==> src/rtl/decode_queue.sv <==
// RV32 decode stage: decodes fetched (pc, inst) pairs on enqueue and buffers the
// decoded bundles in a QDEPTH-entry FIFO in front of execute.
module decode_queue #(
    parameter int QDEPTH   = 2,
    parameter bit ENABLE_M = 1'b0
) (
    input  logic                      clock,
    input  logic                      reset,
    input  logic                      flush,
    input  logic                      in_valid,
    output logic                      in_ready,
    input  logic [31:0]               in_pc,
    input  logic [31:0]               in_inst,
    output logic                      out_valid,
    input  logic                      out_ready,
    output logic [31:0]               out_pc,
    output logic [6:0]                out_opcode,
    output logic [4:0]                out_rd,
    output logic [4:0]                out_rs1,
    output logic [4:0]                out_rs2,
    output logic [2:0]                out_funct3,
    output logic [6:0]                out_funct7,
    output logic [4:0]                out_shamt,
    output logic [31:0]               out_imm,
    output logic                      out_PCSel,
    output logic                      out_RegWEn,
    output logic                      out_ASel,
    output logic                      out_BSel,
    output logic                      out_MemRW,
    output logic                      out_LoadUnsigned,
    output logic                      out_IsJALR,
    output logic                      out_IsBranch,
    output logic [2:0]                out_ImmSel,
    output logic [3:0]                out_ALUSel,
    output logic [1:0]                out_WBSel,
    output logic [1:0]                out_LoadSize,
    output logic [1:0]                out_StoreSize,
    output logic                      out_IsMul,
    output logic [2:0]                out_MulOp,
    output logic                      out_illegal,
    output logic [$clog2(QDEPTH):0]   count
);
    localparam int PW = $clog2(QDEPTH);
    localparam int CW = PW + 1;
    localparam logic [CW-1:0] DEPTH_C = CW'(QDEPTH);

    localparam logic       PC_PLUS4 = 1'b0, PC_ALU = 1'b1;
    localparam logic       A_REG = 1'b0, A_PC = 1'b1;
    localparam logic       B_REG = 1'b0, B_IMM = 1'b1;
    localparam logic       MEM_READ = 1'b0, MEM_WRITE = 1'b1;
    localparam logic [2:0] IMM_I = 3'd0, IMM_S = 3'd1, IMM_B = 3'd2, IMM_U = 3'd3,
                           IMM_J = 3'd4, IMM_SH = 3'd5;
    localparam logic [3:0] ALU_ADD = 4'd0, ALU_SUB = 4'd1, ALU_SLL = 4'd2, ALU_SLT = 4'd3,
                           ALU_SLTU = 4'd4, ALU_XOR = 4'd5, ALU_SRL = 4'd6, ALU_SRA = 4'd7,
                           ALU_OR = 4'd8, ALU_AND = 4'd9, ALU_COPYB = 4'd10;
    localparam logic [1:0] WB_MEM = 2'd0, WB_ALU = 2'd1, WB_PC4 = 2'd2;
    localparam logic [1:0] LS_W = 2'd2;

    localparam logic [6:0] OP_R = 7'b0110011, OP_IMM = 7'b0010011, OP_LOAD = 7'b0000011,
                           OP_STORE = 7'b0100011, OP_BRANCH = 7'b1100011, OP_JAL = 7'b1101111,
                           OP_JALR = 7'b1100111, OP_LUI = 7'b0110111, OP_AUIPC = 7'b0010111;

    typedef struct packed {
        logic [31:0] pc;
        logic [6:0]  opcode;
        logic [4:0]  rd;
        logic [4:0]  rs1;
        logic [4:0]  rs2;
        logic [2:0]  funct3;
        logic [6:0]  funct7;
        logic [4:0]  shamt;
        logic [31:0] imm;
        logic        pc_sel;
        logic        reg_wen;
        logic        a_sel;
        logic        b_sel;
        logic        mem_rw;
        logic        load_unsigned;
        logic        is_jalr;
        logic        is_branch;
        logic [2:0]  imm_sel;
        logic [3:0]  alu_sel;
        logic [1:0]  wb_sel;
        logic [1:0]  load_size;
        logic [1:0]  store_size;
        logic        is_mul;
        logic [2:0]  mul_op;
        logic        illegal;
    } entry_t;

    function automatic logic [3:0] alu_of_f3(input logic [2:0] f3);
        case (f3)
            3'd0:    return ALU_ADD;
            3'd1:    return ALU_SLL;
            3'd2:    return ALU_SLT;
            3'd3:    return ALU_SLTU;
            3'd4:    return ALU_XOR;
            3'd5:    return ALU_SRL;
            3'd6:    return ALU_OR;
            default: return ALU_AND;
        endcase
    endfunction

    entry_t          dec;
    logic            legal;
    logic            use_imm;
    logic [2:0]      f3;
    logic [6:0]      f7;

    always_comb begin
        dec            = '0;
        f3             = in_inst[14:12];
        f7             = in_inst[31:25];
        dec.pc         = in_pc;
        dec.opcode     = in_inst[6:0];
        dec.rd         = in_inst[11:7];
        dec.rs1        = in_inst[19:15];
        dec.rs2        = in_inst[24:20];
        dec.funct3     = f3;
        dec.funct7     = f7;
        dec.shamt      = in_inst[24:20];
        dec.pc_sel     = PC_PLUS4;
        dec.a_sel      = A_REG;
        dec.b_sel      = B_REG;
        dec.mem_rw     = MEM_READ;
        dec.imm_sel    = IMM_I;
        dec.alu_sel    = ALU_ADD;
        dec.wb_sel     = WB_ALU;
        dec.load_size  = LS_W;
        dec.store_size = LS_W;
        legal          = 1'b1;
        use_imm        = 1'b1;
        case (in_inst[6:0])
            OP_R: begin
                use_imm     = 1'b0;
                dec.reg_wen = 1'b1;
                if (ENABLE_M && f7 == 7'b0000001) begin
                    dec.is_mul = 1'b1;
                    dec.mul_op = f3;
                end else if (f7 == 7'b0000000) begin
                    dec.alu_sel = alu_of_f3(f3);
                end else if (f7 == 7'b0100000 && (f3 == 3'b000 || f3 == 3'b101)) begin
                    dec.alu_sel = (f3 == 3'b000) ? ALU_SUB : ALU_SRA;
                end else begin
                    legal = 1'b0;
                end
            end
            OP_IMM: begin
                dec.reg_wen = 1'b1;
                dec.b_sel   = B_IMM;
                if (f3 == 3'b001) begin
                    dec.imm_sel = IMM_SH;
                    dec.alu_sel = ALU_SLL;
                    legal       = (f7 == 7'b0000000);
                end else if (f3 == 3'b101) begin
                    dec.imm_sel = IMM_SH;
                    dec.alu_sel = f7[5] ? ALU_SRA : ALU_SRL;
                    legal       = (f7 == 7'b0000000) || (f7 == 7'b0100000);
                end else begin
                    dec.alu_sel = alu_of_f3(f3);
                end
            end
            OP_LOAD: begin
                dec.reg_wen       = 1'b1;
                dec.b_sel         = B_IMM;
                dec.wb_sel        = WB_MEM;
                dec.load_size     = f3[1:0];
                dec.load_unsigned = f3[2];
                legal             = !(f3 == 3'b011 || f3 == 3'b110 || f3 == 3'b111);
            end
            OP_STORE: begin
                dec.b_sel      = B_IMM;
                dec.mem_rw     = MEM_WRITE;
                dec.imm_sel    = IMM_S;
                dec.store_size = f3[1:0];
                legal          = (f3 <= 3'b010);
            end
            OP_BRANCH: begin
                // Branch target is pc+imm through the ALU; the bcu decides taken.
                dec.a_sel     = A_PC;
                dec.b_sel     = B_IMM;
                dec.imm_sel   = IMM_B;
                dec.is_branch = 1'b1;
            end
            OP_JAL: begin
                dec.reg_wen = 1'b1;
                dec.pc_sel  = PC_ALU;
                dec.a_sel   = A_PC;
                dec.b_sel   = B_IMM;
                dec.imm_sel = IMM_J;
                dec.wb_sel  = WB_PC4;
            end
            OP_JALR: begin
                dec.reg_wen = 1'b1;
                dec.pc_sel  = PC_ALU;
                dec.b_sel   = B_IMM;
                dec.is_jalr = 1'b1;
                dec.wb_sel  = WB_PC4;
            end
            OP_LUI: begin
                dec.reg_wen = 1'b1;
                dec.b_sel   = B_IMM;
                dec.imm_sel = IMM_U;
                dec.alu_sel = ALU_COPYB;
            end
            OP_AUIPC: begin
                dec.reg_wen = 1'b1;
                dec.a_sel   = A_PC;
                dec.b_sel   = B_IMM;
                dec.imm_sel = IMM_U;
            end
            default: legal = 1'b0;
        endcase

        if (use_imm) begin
            case (dec.imm_sel)
                IMM_S:   dec.imm = {{20{in_inst[31]}}, in_inst[31:25], in_inst[11:7]};
                IMM_B:   dec.imm = {{19{in_inst[31]}}, in_inst[31], in_inst[7],
                                    in_inst[30:25], in_inst[11:8], 1'b0};
                IMM_U:   dec.imm = {in_inst[31:12], 12'b0};
                IMM_J:   dec.imm = {{11{in_inst[31]}}, in_inst[31], in_inst[19:12],
                                    in_inst[20], in_inst[30:21], 1'b0};
                IMM_SH:  dec.imm = {27'b0, in_inst[24:20]};
                default: dec.imm = {{20{in_inst[31]}}, in_inst[31:20]};
            endcase
        end

        // Illegal encodings keep their raw fields but carry an inert control bundle.
        if (!legal) begin
            dec.pc_sel        = PC_PLUS4;
            dec.reg_wen       = 1'b0;
            dec.a_sel         = A_REG;
            dec.b_sel         = B_REG;
            dec.mem_rw        = MEM_READ;
            dec.load_unsigned = 1'b0;
            dec.is_jalr       = 1'b0;
            dec.is_branch     = 1'b0;
            dec.imm_sel       = IMM_I;
            dec.alu_sel       = ALU_ADD;
            dec.wb_sel        = WB_ALU;
            dec.load_size     = LS_W;
            dec.store_size    = LS_W;
            dec.is_mul        = 1'b0;
            dec.mul_op        = 3'b0;
            dec.imm           = '0;
            dec.illegal       = 1'b1;
        end
        if (dec.rd == 5'd0) dec.reg_wen = 1'b0;
    end

    entry_t          mem_q [QDEPTH];
    entry_t          mem_d [QDEPTH];
    logic [PW-1:0]   wr_ptr_q, wr_ptr_d, rd_ptr_q, rd_ptr_d;
    logic [CW-1:0]   count_q, count_d;
    logic            push, pop;

    assign in_ready  = (count_q < DEPTH_C);
    assign out_valid = (count_q != '0);
    assign push      = in_valid && in_ready;
    assign pop       = out_valid && out_ready;

    always_comb begin
        mem_d    = mem_q;
        wr_ptr_d = wr_ptr_q;
        rd_ptr_d = rd_ptr_q;
        count_d  = count_q;
        if (flush) begin
            wr_ptr_d = '0;
            rd_ptr_d = '0;
            count_d  = '0;
        end else begin
            if (push) begin
                mem_d[wr_ptr_q] = dec;
                wr_ptr_d        = wr_ptr_q + 1'b1;
            end
            if (pop) rd_ptr_d = rd_ptr_q + 1'b1;
            if (push && !pop)      count_d = count_q + 1'b1;
            else if (pop && !push) count_d = count_q - 1'b1;
        end
    end

    always_ff @(posedge clock or posedge reset) begin
        if (reset) begin
            for (int k = 0; k < QDEPTH; k++) mem_q[k] <= '0;
            wr_ptr_q <= '0;
            rd_ptr_q <= '0;
            count_q  <= '0;
        end else begin
            mem_q    <= mem_d;
            wr_ptr_q <= wr_ptr_d;
            rd_ptr_q <= rd_ptr_d;
            count_q  <= count_d;
        end
    end

    entry_t head;
    assign head             = mem_q[rd_ptr_q];
    assign count            = count_q;
    assign out_pc           = head.pc;
    assign out_opcode       = head.opcode;
    assign out_rd           = head.rd;
    assign out_rs1          = head.rs1;
    assign out_rs2          = head.rs2;
    assign out_funct3       = head.funct3;
    assign out_funct7       = head.funct7;
    assign out_shamt        = head.shamt;
    assign out_imm          = head.imm;
    assign out_PCSel        = head.pc_sel;
    assign out_RegWEn       = head.reg_wen;
    assign out_ASel         = head.a_sel;
    assign out_BSel         = head.b_sel;
    assign out_MemRW        = head.mem_rw;
    assign out_LoadUnsigned = head.load_unsigned;
    assign out_IsJALR       = head.is_jalr;
    assign out_IsBranch     = head.is_branch;
    assign out_ImmSel       = head.imm_sel;
    assign out_ALUSel       = head.alu_sel;
    assign out_WBSel        = head.wb_sel;
    assign out_LoadSize     = head.load_size;
    assign out_StoreSize    = head.store_size;
    assign out_IsMul        = head.is_mul;
    assign out_MulOp        = head.mul_op;
    assign out_illegal      = head.illegal;
endmodule

==> config.mk <==
export PLATFORM = sky130hd
export DESIGN_NAME = decode_queue
export DESIGN_NICKNAME = d
export VERILOG_FILES = /design/src/rtl/decode_queue.sv
export SDC_FILE = /design/constraint.sdc
export NUM_CORES = 1
export LEC_CHECK = 0
export BUFFER_PORTS_ARGS = -buffer_cell sky130_fd_sc_hd__buf_2
export CORE_AREA = 2 2 133 200
export CTS_BUF_LIST = sky130_fd_sc_hd__clkbuf_8
export CTS_CLUSTER_SIZE = 8
export DETAILED_ROUTE_END_ITERATION = 8
export DIE_AREA = 0 0 135 202
export GPL_ROUTABILITY_DRIVEN = 0
export GPL_TIMING_DRIVEN = 0
export PLACE_DENSITY_LB_ADDON = 0.05
export SETUP_SLACK_MARGIN = 0.15
export SYNTH_ARGS = -nofsm -noshare
export SYNTH_HDL_FRONTEND = slang
export SYNTH_SLANG_ARGS = --single-unit
==> constraint.sdc <==
create_clock -name clock -period 8.6 [get_ports clock]
set_input_delay 1.72 -clock clock [delete_from_list [all_inputs] [get_ports clock]]
set_output_delay 1.72 -clock clock [all_outputs]
set_load 0.05 [all_outputs]
Word level (Yosys, flattened, before mapping)

Cells that the tools add are included.
W data, S select, Z words.

Bits in latches: 0
Output and inout bits: 131
Bits in writable memories: 0
Register bits after elaboration: 258
Memories: 0
Bits in read-only memories: 0

Reduce and logical (&&, ||, !) cells: 27
Add/sub/neg operators: 4
Eq/ne operators: 22
Bitwise logic cells: 3
Muxes and demuxes: 44
Shift-type cells: 0
Multiply operators: 0
Magnitude comparators: 5
Divide/modulo/power cells: 0

Operator list:

| operator             | count |
|---|---|
| $mux W127            | 4 |
| $bwmux W254          | 1 |
| $pmux W32 S5         | 1 |
| $demux W127 S1       | 1 |
| $mux W58             | 1 |
| $mux W32             | 1 |
| $eq A7 B6 Y1 const B | 4 |
| $pmux W4 S7          | 1 |
| $eq A7 B7 Y1 const B | 3 |
| $pmux W4 S5          | 1 |
| $eq A3 B3 Y1 const B | 6 |
| $mux W1              | 18 |
| $pmux W3 S5          | 1 |
| $eq A7 B5 Y1 const B | 2 |
| $eq A3 B2 Y1 const B | 4 |
| $pmux W4 S3          | 1 |
| $mux W2              | 5 |
| $mux W3              | 3 |
| $mux W4              | 2 |
| $reduce_or A8 Y1     | 1 |
| $eq A7 B2 Y1 const B | 1 |
| $logic_not A7 Y1     | 1 |
| $mux W7              | 1 |
| $reduce_or A7 Y1     | 1 |
| 23 further kinds     | 40 |

Longest topological paths before layout

Gate-level depths: netlist of run 1.

Depth in word-level cells: 11
Depth in mapped cells: 8
Depth with buffers taken out: 5

Worst setup path after synthesis of run 1

Ideal clock, no wire load.

Path type: input port to flip-flop
From: input in_inst[2]
To: register mem_q[46] (netlist name)
Arrival: 3.466 ns
Setup time: 0.066 ns
Data required time: 8.534 ns
Cell stages on the path: 7
Path slack: 5.069 ns
Cells stage by stage: buf_6 nand4bb_1 or4_1 o32a_4 a211oi_4 buf_6 a22o_1

Word-level cells in the longest chain between the ends: 8
Elaborated cells on any way between the ends: 22

RTL lines:

| what                                                | RTL line | source |
|---|---|---|
| from (decl)                                         | 13       | `input logic [31:0] in_inst,` |
| $eq A7 B5 Y1 / $eq A7 B6 Y1 (equally long branches) | 133      | `case (in_inst[6:0])` |
| $reduce_or A2 Y1 (no line)                          | n/a      |  |
| $pmux W3 S5                                         | 133      |  |
| $eq A3 B3 Y1 (tied with other cells)                | 216      | `case (dec.imm_sel)` |
| $pmux W32 S5                                        | 216      |  |
| $mux W32                                            | 215      | `if (use_imm) begin` |
| $mux W58 *                                          | 229      | `if (!legal) begin` |
| $bwmux W254 *                                       | 273      | `mem_d[wr_ptr_q] = dec;` |
| to (signal assigned)                                | 289      | `mem_q <= mem_d;` |
| to (decl)                                           | 251      | `entry_t mem_q [QDEPTH];` |

Every way passes the cells marked *; elsewhere a longest branch is shown, timed or not.
A chain may end at the register's enable or synchronous reset.

Worst setup path in the final report of run 1

From: register rd_ptr_q
To: output out_pc[2]

Word-level cells in the longest chain between the ends: 4

RTL lines:

| what                                          | RTL line | source |
|---|---|---|
| from (decl)                                   | 253      | `logic [PW-1:0] wr_ptr_q, wr_ptr_d, rd_ptr_q, rd_ptr_d;` |
| from (signal assigned)                        | 291      | `rd_ptr_q <= rd_ptr_d;` |
| $not A1 Y2 (implied by the code)              | 297      | `assign head = mem_q[rd_ptr_q];` |
| $mux W127 (implied by the code) (3 in series) | 297      |  |
| to (decl)                                     | 16       | `output logic [31:0] out_pc,` |

Every way passes these cells. The select of a mux whose other input is x is not followed.

==> results of run 1 <==
## final timing paths
check	startpoint	cells after the start	end	slack [ns]
setup / recovery	rd_ptr_q	5	out_pc[2]	3.79
hold / removal	mem_q[202]	2	mem_q[202]	0.47
setup reg to reg	count[1]	6	mem_q[65]	5.79
hold reg to reg	mem_q[202]	2	mem_q[202]	0.47
max in group asynchronous	reset	3	mem_q[226]	6.20
min in group asynchronous	reset	2	mem_q[52]	1.30
## cells in the mapped netlist, types with 2 or more instances
cell	n	area (sq um)
xor2_1	2	17.5
and2_1	4	25.0
nand2b_1	6	37.5
dfrtp_1	238	5960
a21boi_0	2	15.0
o22ai_1	3	18.8
buf_2	5	25.0
inv_1	6	22.5
nor2_1	16	60.1
a211oi_1	3	22.5
nor3_1	2	10.0
nand4b_1	2	17.5
buf_1	6	22.5
a311oi_1	2	17.5
o21ai_0	51	255
o41ai_1	4	35.0
buf_6	4	45.0
nor4_1	3	18.8
o21a_1	2	15.0
mux2_2	177	1990
nand2_1	258	968
nor2b_1	7	43.8
o31a_1	2	17.5
or4_1	2	15.0
or3_1	2	12.5
a211oi_4	2	40.0
nand3_1	5	25.0
a22o_1	55	482
and3b_1	3	26.3
nor3b_1	3	22.5
a21o_1	10	75.1
a32o_1	14	140
a21oi_1	9	45.0
clkbuf_1	60	225
buf_4	10	75.1
o31ai_1	9	67.6
## power breakdown
group | internal, mW | leakage (nW) | switching, mW
clock network | 0.530 | 0.433 | 0.463
logic | 0.298 | 3.08 | 0.613
registers | 1.31 | 3.07 | 0.0905
total | 2.14 | 6.59 | 1.17
## sequential cells by signal, indices dropped and copies added, names as in the netlist
name,cells
rd_ptr_q,1
mem_q,234
wr_ptr_q,1
count,2
## metal layers
metal,track usage (%),up-vias,wire (um)
li1,-,3991,-
met1,29.4,4285,13200
met2,41.8,266,16500
met3,5.77,66,2070
met4,9.19,2,1050
met5,0,-,11
## metrics by stage
step	setup TNS [ns]	hold WS [ns]	power, mW	cell area [sq um]	util [%]
2_1_floorplan	0	0.438	2.13	11100	-
3_3_place_gp	-637.23	0.453	2.33	12500	48.7
3_5_place_dp	0	0.457	2.34	12500	48.9
4_1_cts	0	0.474	3.35	13300	51.8
5_1_grt	0	0.491	3.48	13300	51.8
6_report	0	0.468	3.31	13300	51.9
## tightest hold or removal path, delay by kind of cell, from the launching register on
family	cells	cell delay, ns
AND/OR/NAND/NOR	2	0.10
flip-flops	1	0.34
## cell families after synthesis
family          synth area share (%)
simple gates                    12.1
flops                           53.7
compound gates                  12.2
mux                             18.1
buf+inv                         3.75
xor+xnor                       0.158
other cells                   0.0338
## cell type report
| type | count | area [sq um] | share of cell area (%) |
|---|---|---|---|
| clock buffer | 48 | 661 | 4.98 |
| timing repair buffer | 191 | 978 | 7.37 |
| inverter | 6 | 30.0 | 0.226 |
| tap | 333 | 417 | 3.14 |
| antenna | 3 | 7.51 | 0.0566 |
| sequential | 238 | 5960 | 44.9 |
| buffer | 85 | 393 | 2.96 |
| clock inverter | 17 | 98.8 | 0.745 |
| multi-input combinational | 682 | 4730 | 35.6 |
==> results.json, run 1 <==
{
  "syn_inst": 1008,
  "syn_area_per_cell_sq_um": 11.0,
  "synth-async-reset-ratio_pct": 100,
  "p_leak_nw": 6.59,
  "mostFrequentLayoutCell": "nand2_1",
  "drtIter0Drc": 509,
  "ant_nets": 0,
  "postCtsHoldBufs": 0,
  "power_density_mw_per_mm2": 249,
  "place_inst": 1535,
  "dp_hpwl_mm": 23.4,
  "clock_latency_ns": 0.56,
  "ys_types": 55,
  "num_rows": 72,
  "hp-class": "flip-flop to flip-flop",
  "max-vdd-ir-drop_mv": 0.168,
  "clk_path_buf_depth": 3,
  "numClockSinks": 238,
  "crit_chain": "clkbuf_1, clkbuf_1, buf_1, mux2_2, buf_2",
  "grt_pass1_vias": 8873,
  "cpMostUsedCell": "clkbuf_1",
  "clk_pin_slew_ns": 0.06,
  "cts_resized": 0,
  "htree_levels": 2,
  "fin_skew_ns": 0.0162,
  "dp_slack_ns": 4.29,
  "crit_family": "buffers and inverters",
  "worst_pin_slew_ns": 1.22,
  "synth-seq-area-share_pct": 53.7,
  "initial_core_util_pct": 43.3,
  "fillers": 2508,
  "core_sq_mm": 0.0256,
  "cap_viol_max_count": 0,
  "syn_to_final_growth_pct": 19.7,
  "finalMaxSlewViolations": 0,
  "finalSetupViolCount": 0,
  "finalWorstPathRequiredPeriod_ns": 4.81,
  "cts_tree": "yes",
  "postCtsSetupBuffers": 0,
  "drc": 0,
  "required_ns": 6.88,
  "fp.dieW_um": 135,
  "layout_common_cells": "258 x nand2_1, 238 x dfrtp_1, 195 x buf_2",
  "timing.fmax_mhz": 208,
  "antenna_found_initial": 3,
  "crit_arrival_ns": 3.09,
  "status": "completed",
  "rsz0062_at_grt": "false",
  "grt_max_degree": 126,
  "vias": 8610,
  "numCtsBuffers": 40,
  "critPathLaunchType": "flip-flop",
  "avgRoutedWirePerCell_um": 20.5,
  "die_h_um": 202,
  "ys_seq_elements": 238,
  "port_buffers": 190,
  "wirelength_mm": 32.9,
  "crit_buf_inv": 4,
  "cp_slowest_cell": "clkbuf_1",
  "hold_viol": 0,
  "yosysWarnings": 0,
  "slew_headroom_pct": 17.9,
  "period_share_pct": 56.0,
  "syn_area_sq_mm": 0.0111,
  "dr.pass1.iters": 5,
  "ios": 200,
  "fin_nets": 1313,
  "cp-end-kind": "primary output",
  "synth_flop_cell": "dfrtp_1",
  "overflow": 0,
  "synth_edf_count": 0,
  "grt_pass1_wl_mm": 50.9,
  "layout.cells.non_filler": 1603,
  "setup_ws_ns": 3.79,
  "die_area_sq_mm": 0.0273,
  "root_buffer": "clkbuf_8",
  "final_layout_size_suffix_gt1_share_pct": 35.6,
  "criticalPathCategory": "flip-flop to primary output",
  "track_usage_pct": 24.3,
  "max_stage_delay_ns": 0.62,
  "worstPathMaxFanout": 10,
  "drt-vias-per-instance": 5.37
}
Note: power is estimated with default switching activity, not from simulation.
==> inputs of run 2 (changes only) <==
==> constraint.sdc (replaced) <==
create_clock -name clock -period 4.55 [get_ports clock]
set_input_delay 0.91 -clock clock [delete_from_list [all_inputs] [get_ports clock]]
set_output_delay 0.91 -clock clock [all_outputs]
set_load 0.05 [all_outputs]
==> results.json, run 2 (synthesis results as in run 1) <==
{
  "clock_latency_ns": 0.55,
  "root_buffer": "clkbuf_8",
  "crit_chain": "clkbuf_1, clkbuf_1, buf_1, mux2_2, buf_2",
  "drt-vias-per-instance": 5.36,
  "wirelength_mm": 33.0,
  "avgRoutedWirePerCell_um": 20.6,
  "track_usage_pct": 24.5,
  "dp_slack_ns": 1.07,
  "numCtsBuffers": 40,
  "dp_hpwl_mm": 24.1,
  "numClockSinks": 238,
  "fin_nets": 1318,
  "port_buffers": 190,
  "p_leak_nw": 6.63,
  "finalWorstPathRequiredPeriod_ns": 4.04,
  "syn_to_final_growth_pct": 20.0,
  "finalSetupViolCount": 0,
  "cap_viol_max_count": 0,
  "layout_common_cells": "258 x nand2_1, 238 x dfrtp_1, 195 x buf_2",
  "multi_input_area_sq_mm": 0.00473,
  "cts_tree": "yes",
  "cts_resized": 0,
  "cp.depth": 5,
  "crit_buf_inv": 4,
  "largest_reg_flops": 234,
  "overflow": 0,
  "cp_slowest_cell": "clkbuf_1",
  "crit_family": "buffers and inverters",
  "grt_pass1_wl_mm": 51.1,
  "htree_levels": 2,
  "ios": 200,
  "hold_viol": 0,
  "drtIter0Drc": 476,
  "worst_pin_slew_ns": 1.05,
  "cpMostUsedCell": "clkbuf_1",
  "whs_ns": 0.402,
  "crit_arrival_ns": 3.13,
  "cp-end-kind": "primary output",
  "finalMaxSlewViolations": 0,
  "clk_path_buf_depth": 3,
  "fin_skew_ns": 0.0204,
  "placedInstanceArea_sq_mm": 0.0126,
  "criticalPathCategory": "flip-flop to primary output",
  "regArea_sq_mm": 0.00596,
  "initial_core_util_pct": 43.3,
  "postCtsSetupBuffers": 0,
  "drc": 0,
  "fp.dieW_um": 135,
  "fillers": 2463,
  "required_ns": 3.64,
  "final_layout_size_suffix_gt1_share_pct": 35.6,
  "clk_pin_slew_ns": 0.06,
  "core_sq_mm": 0.0256,
  "timing.fmax_mhz": 248,
  "setup_ws_ns": 0.515,
  "grt_pass1_vias": 8787,
  "r2r_cells": 6,
  "rsz0062_at_grt": "false",
  "dr.pass1.iters": 5,
  "period_share_pct": 88.7,
  "mostFrequentLayoutCell": "nand2_1",
  "critPathLaunchType": "flip-flop",
  "vias": 8619,
  "ant_nets": 0,
  "max_stage_delay_ns": 0.63,
  "hp-class": "input port to async pin",
  "power_density_mw_per_mm2": 462,
  "final_area_sq_mm": 0.0133,
  "max_flop_register": "mem_q",
  "antenna_found_initial": 4,
  "num_rows": 72,
  "die_area_sq_mm": 0.0273,
  "postCtsHoldBufs": 0,
  "slew_headroom_pct": 29.3,
  "grt_max_degree": 41,
  "max-vdd-ir-drop_mv": 0.289,
  "worstPathMaxFanout": 10,
  "die_h_um": 202,
  "utilization_pct": 52.0,
  "status": "completed"
}
## run 2: area by class of cell
| cell class | count | area share (%) |
|---|---|---|
| Clock inverter | 20 | 0.639 |
| Clock buffer | 46 | 4.76 |
| Sequential cell | 238 | 44.7 |
| Tap cell | 333 | 3.13 |
| Multi-Input combinational cell | 682 | 35.5 |
| Buffer | 85 | 2.95 |
| Antenna cell | 1 | 0.0188 |
| Timing Repair Buffer | 196 | 8.05 |
| Inverter | 6 | 0.197 |
## run 2: power breakdown
| group | total, mW | internal [mW] | leakage [nW] | switching [mW] |
|---|---|---|---|---|
| combinational | 1.74 | 0.571 | 3.12 | 1.16 |
| clock | 1.77 | 0.915 | 0.435 | 0.857 |
| sequential | 2.65 | 2.48 | 3.07 | 0.168 |
| total | 6.16 | 3.97 | 6.63 | 2.19 |
## run 2: final timing paths
path | slack (ns) | to | start
max | 0.51 | out_pc[11] | rd_ptr_q
min | 0.40 | mem_q[83] | reset
max reg2reg | 1.68 | mem_q[67] | count[1]
min reg2reg | 0.47 | mem_q[226] | mem_q[226]
max in group asynchronous | 3.00 | mem_q[121] | reset
min in group clock | 0.47 | mem_q[226] | mem_q[226]
## run 2: stage by stage
stage / cells / setup TNS [ns] / power (mW)
floorplan: 1011 / 0 / 4.04
global placement: 1534 / -254.52 / 4.40
detailed placement: 1540 / 0 / 4.44
CTS: 1606 / 0 / 6.24
global route: 1606 / 0 / 6.47
finish: 1607 / 0 / 6.16
## run 2: worst reg2reg max path, cell delays in order (launching register included)
cell      delay [ns]
dfrtp_1         0.43
nand2b_1        0.26
nor2_1          0.06
nand2_1         0.35
clkbuf_1        0.56
buf_1           0.68
mux2_2          0.41
## run 2: metal layers
layer | part of all wire [%] | global-route usage [%] | vias up
li1 | - | - | 3991
met1 | 40 | 30.0 | 4303
met2 | 51 | 41.6 | 249
met3 | 5.9 | 5.82 | 70
met4 | 3.5 | 9.75 | 6
met5 | 0.079 | 0 | -
==> inputs of run 3 (changes only) <==
--- a/config.mk
+++ b/config.mk
@@ -6,15 +6,15 @@
 export NUM_CORES = 1
 export LEC_CHECK = 0
 export BUFFER_PORTS_ARGS = -buffer_cell sky130_fd_sc_hd__buf_2
-export CORE_AREA = 2 2 133 200
+export CORE_AREA = 2 2 175 263
 export CTS_BUF_LIST = sky130_fd_sc_hd__clkbuf_8
 export CTS_CLUSTER_SIZE = 8
 export DETAILED_ROUTE_END_ITERATION = 8
-export DIE_AREA = 0 0 135 202
+export DIE_AREA = 0 0 177 265
 export GPL_ROUTABILITY_DRIVEN = 0
 export GPL_TIMING_DRIVEN = 0
-export PLACE_DENSITY_LB_ADDON = 0.05
 export SETUP_SLACK_MARGIN = 0.15
+export SLEW_MARGIN = 25
 export SYNTH_ARGS = -nofsm -noshare
 export SYNTH_HDL_FRONTEND = slang
 export SYNTH_SLANG_ARGS = --single-unit
==> results.json, run 3 (synthesis results as in run 1) <==
{
  "numClockSinks": 238,
  "cap_viol_max_count": 0,
  "layout.cells.non_filler": 1853,
  "antenna_found_initial": 6,
  "avgRoutedWirePerCell_um": 19.5,
  "finalMaxSlewViolations": 0,
  "p_int_mw": 3.95,
  "p_leak_nw": 6.60,
  "max_stage_delay_ns": 0.66,
  "setup_ws_ns": 0.430,
  "drt-vias-per-instance": 4.70,
  "crit_family": "buffers and inverters",
  "grt_pass1_wl_mm": 54.2,
  "dp_slack_ns": 0.834,
  "worst_pin_slew_ns": 1.03,
  "cts_tree": "yes",
  "vias": 8712,
  "power_density_mw_per_mm2": 453,
  "r2r_cells": 6,
  "die_area_sq_mm": 0.0469,
  "die_h_um": 265,
  "criticalPathCategory": "flip-flop to primary output",
  "port_buffers": 190,
  "root_buffer": "clkbuf_8",
  "p_comb_share_pct": 28.6,
  "postCtsHoldBufs": 0,
  "wirelength_mm": 36.2,
  "timing.fmax_mhz": 243,
  "crit_buf_inv": 4,
  "mostFrequentLayoutCell": "nand2_1",
  "r2r_end": "mem_q[63]",
  "overflow": 0,
  "drtIter0Drc": 449,
  "period_share_pct": 90.6,
  "crit_start": "rd_ptr_q",
  "finalWorstPathRequiredPeriod_ns": 4.12,
  "seqPwrFrac_pct": 42.9,
  "reg2reg_from": "count[1]",
  "ios": 200,
  "drc": 0,
  "endpoint": "out_pc[4]",
  "required_ns": 3.64,
  "grt_pass1_vias": 9011,
  "clk_pin_slew_ns": 0.07,
  "htree_levels": 2,
  "ant_nets": 0,
  "status": "completed",
  "slew_headroom_pct": 31.6,
  "dp_hpwl_mm": 27.5,
  "clock_latency_ns": 0.57,
  "rsz0062_at_grt": "false",
  "cp.depth": 5,
  "fin_skew_ns": 0.0342,
  "hold_viol": 0,
  "final.setup.tns_ns": 0,
  "cpMostUsedCell": "clkbuf_1",
  "initial_core_util_pct": 24.9,
  "clkPwrFrac_pct": 28.5,
  "max-vdd-ir-drop_mv": 0.276,
  "r2r_slack_ns": 1.53,
  "cp_slowest_cell": "clkbuf_1",
  "grt_max_degree": 33,
  "whs_ns": 0.341,
  "clk_path_buf_depth": 3,
  "crit_arrival_ns": 3.21,
  "worstPathMaxFanout": 10,
  "track_usage_pct": 15.3,
  "cp-end-kind": "primary output",
  "num_rows": 95,
  "finalSetupViolCount": 0,
  "layout_common_cells": "258 x nand2_1, 238 x dfrtp_1, 195 x buf_2",
  "postCtsSetupBuffers": 0,
  "fp.dieW_um": 177,
  "largest_reg_flops": 234,
  "crit_chain": "clkbuf_1, clkbuf_1, buf_1, mux2_2, buf_2",
  "fillers": 4627,
  "hp-class": "input port to async pin",
  "syn_to_final_growth_pct": 23.0,
  "numCtsBuffers": 38,
  "final_layout_size_suffix_gt1_share_pct": 36.0,
  "dr.pass1.iters": 6,
  "max_flop_register": "mem_q",
  "core_sq_mm": 0.0446,
  "critPathLaunchType": "flip-flop",
  "fin_nets": 1319,
  "place_inst": 1792,
  "swShare_pct": 36.0,
  "netSwitchingPower_mw": 2.22
}
==> run 3: cell types whose count changed in the layout (fill, tap and decap cells not counted), moves of 2 or more <==
cell / delta
inv_1: -6
clkbuf_8: -4
clkinvlp_4: +2
buf_12: +2
diode_2: +2
==> run 3: worst min-delay path by stage <==
stage	from	end	depth (start not counted)
global route	reset	mem_q[14]	2
CTS	reset	mem_q[111]	2
detailed placement	mem_q[251]	mem_q[251]	2
finish	reset	mem_q[141]	2
global placement	mem_q[11]	mem_q[11]	2
floorplan	mem_q[11]	mem_q[11]	2
==> run 3: power groups by stage <==
| stage | Clock [mW] | Sequential (mW) | Combinational (mW) |
|---|---|---|---|
| floorplan | 0 | 2.64 | 1.40 |
| global placement | 0 | 2.66 | 1.74 |
| detailed placement | 0 | 2.69 | 1.79 |
| CTS | 1.81 | 2.65 | 1.79 |
| global route | 1.90 | 2.69 | 1.89 |
| finish | 1.76 | 2.65 | 1.77 |
==> run 3: layout make-up <==
cell class	instances	area [sq um]	area share (%)
Multi-Input combinational cell	682	4730	34.7
Tap cell	582	728	5.34
Timing Repair Buffer	199	1120	8.20
Sequential cell	238	5960	43.7
Inverter	6	26.3	0.193
Clock inverter	16	100	0.734
Buffer	85	394	2.89
Antenna cell	3	7.51	0.0550
Clock buffer	42	578	4.24
==> run 3: stage by stage <==
step                      utilization, %  total power, mW  cell area (sq um)
after CTS                           30.6             6.25              13600
after detailed placement            29.1             4.47              13000
final                               30.6             6.17              13600
after global placement              28.7             4.40              12800
after global routing                30.6             6.48              13600
after floorplan                        -             4.04              11100
==> run 3: metal layers <==
metal | track usage [%] | up-vias | share of wire [%]
met5 | 0 | - | 0.11
met4 | 8.38 | 6 | 5.3
met3 | 3.23 | 96 | 5.6
met2 | 27.4 | 282 | 52
met1 | 16.5 | 4342 | 37
li1 | - | 3986 | -
==> run 3: timing repair <==
item                                   4_1_cts  5_1_grt
endpoints found under the hold margin        0        0
resized for setup                            0        1
setup endpoints to repair                    0        8
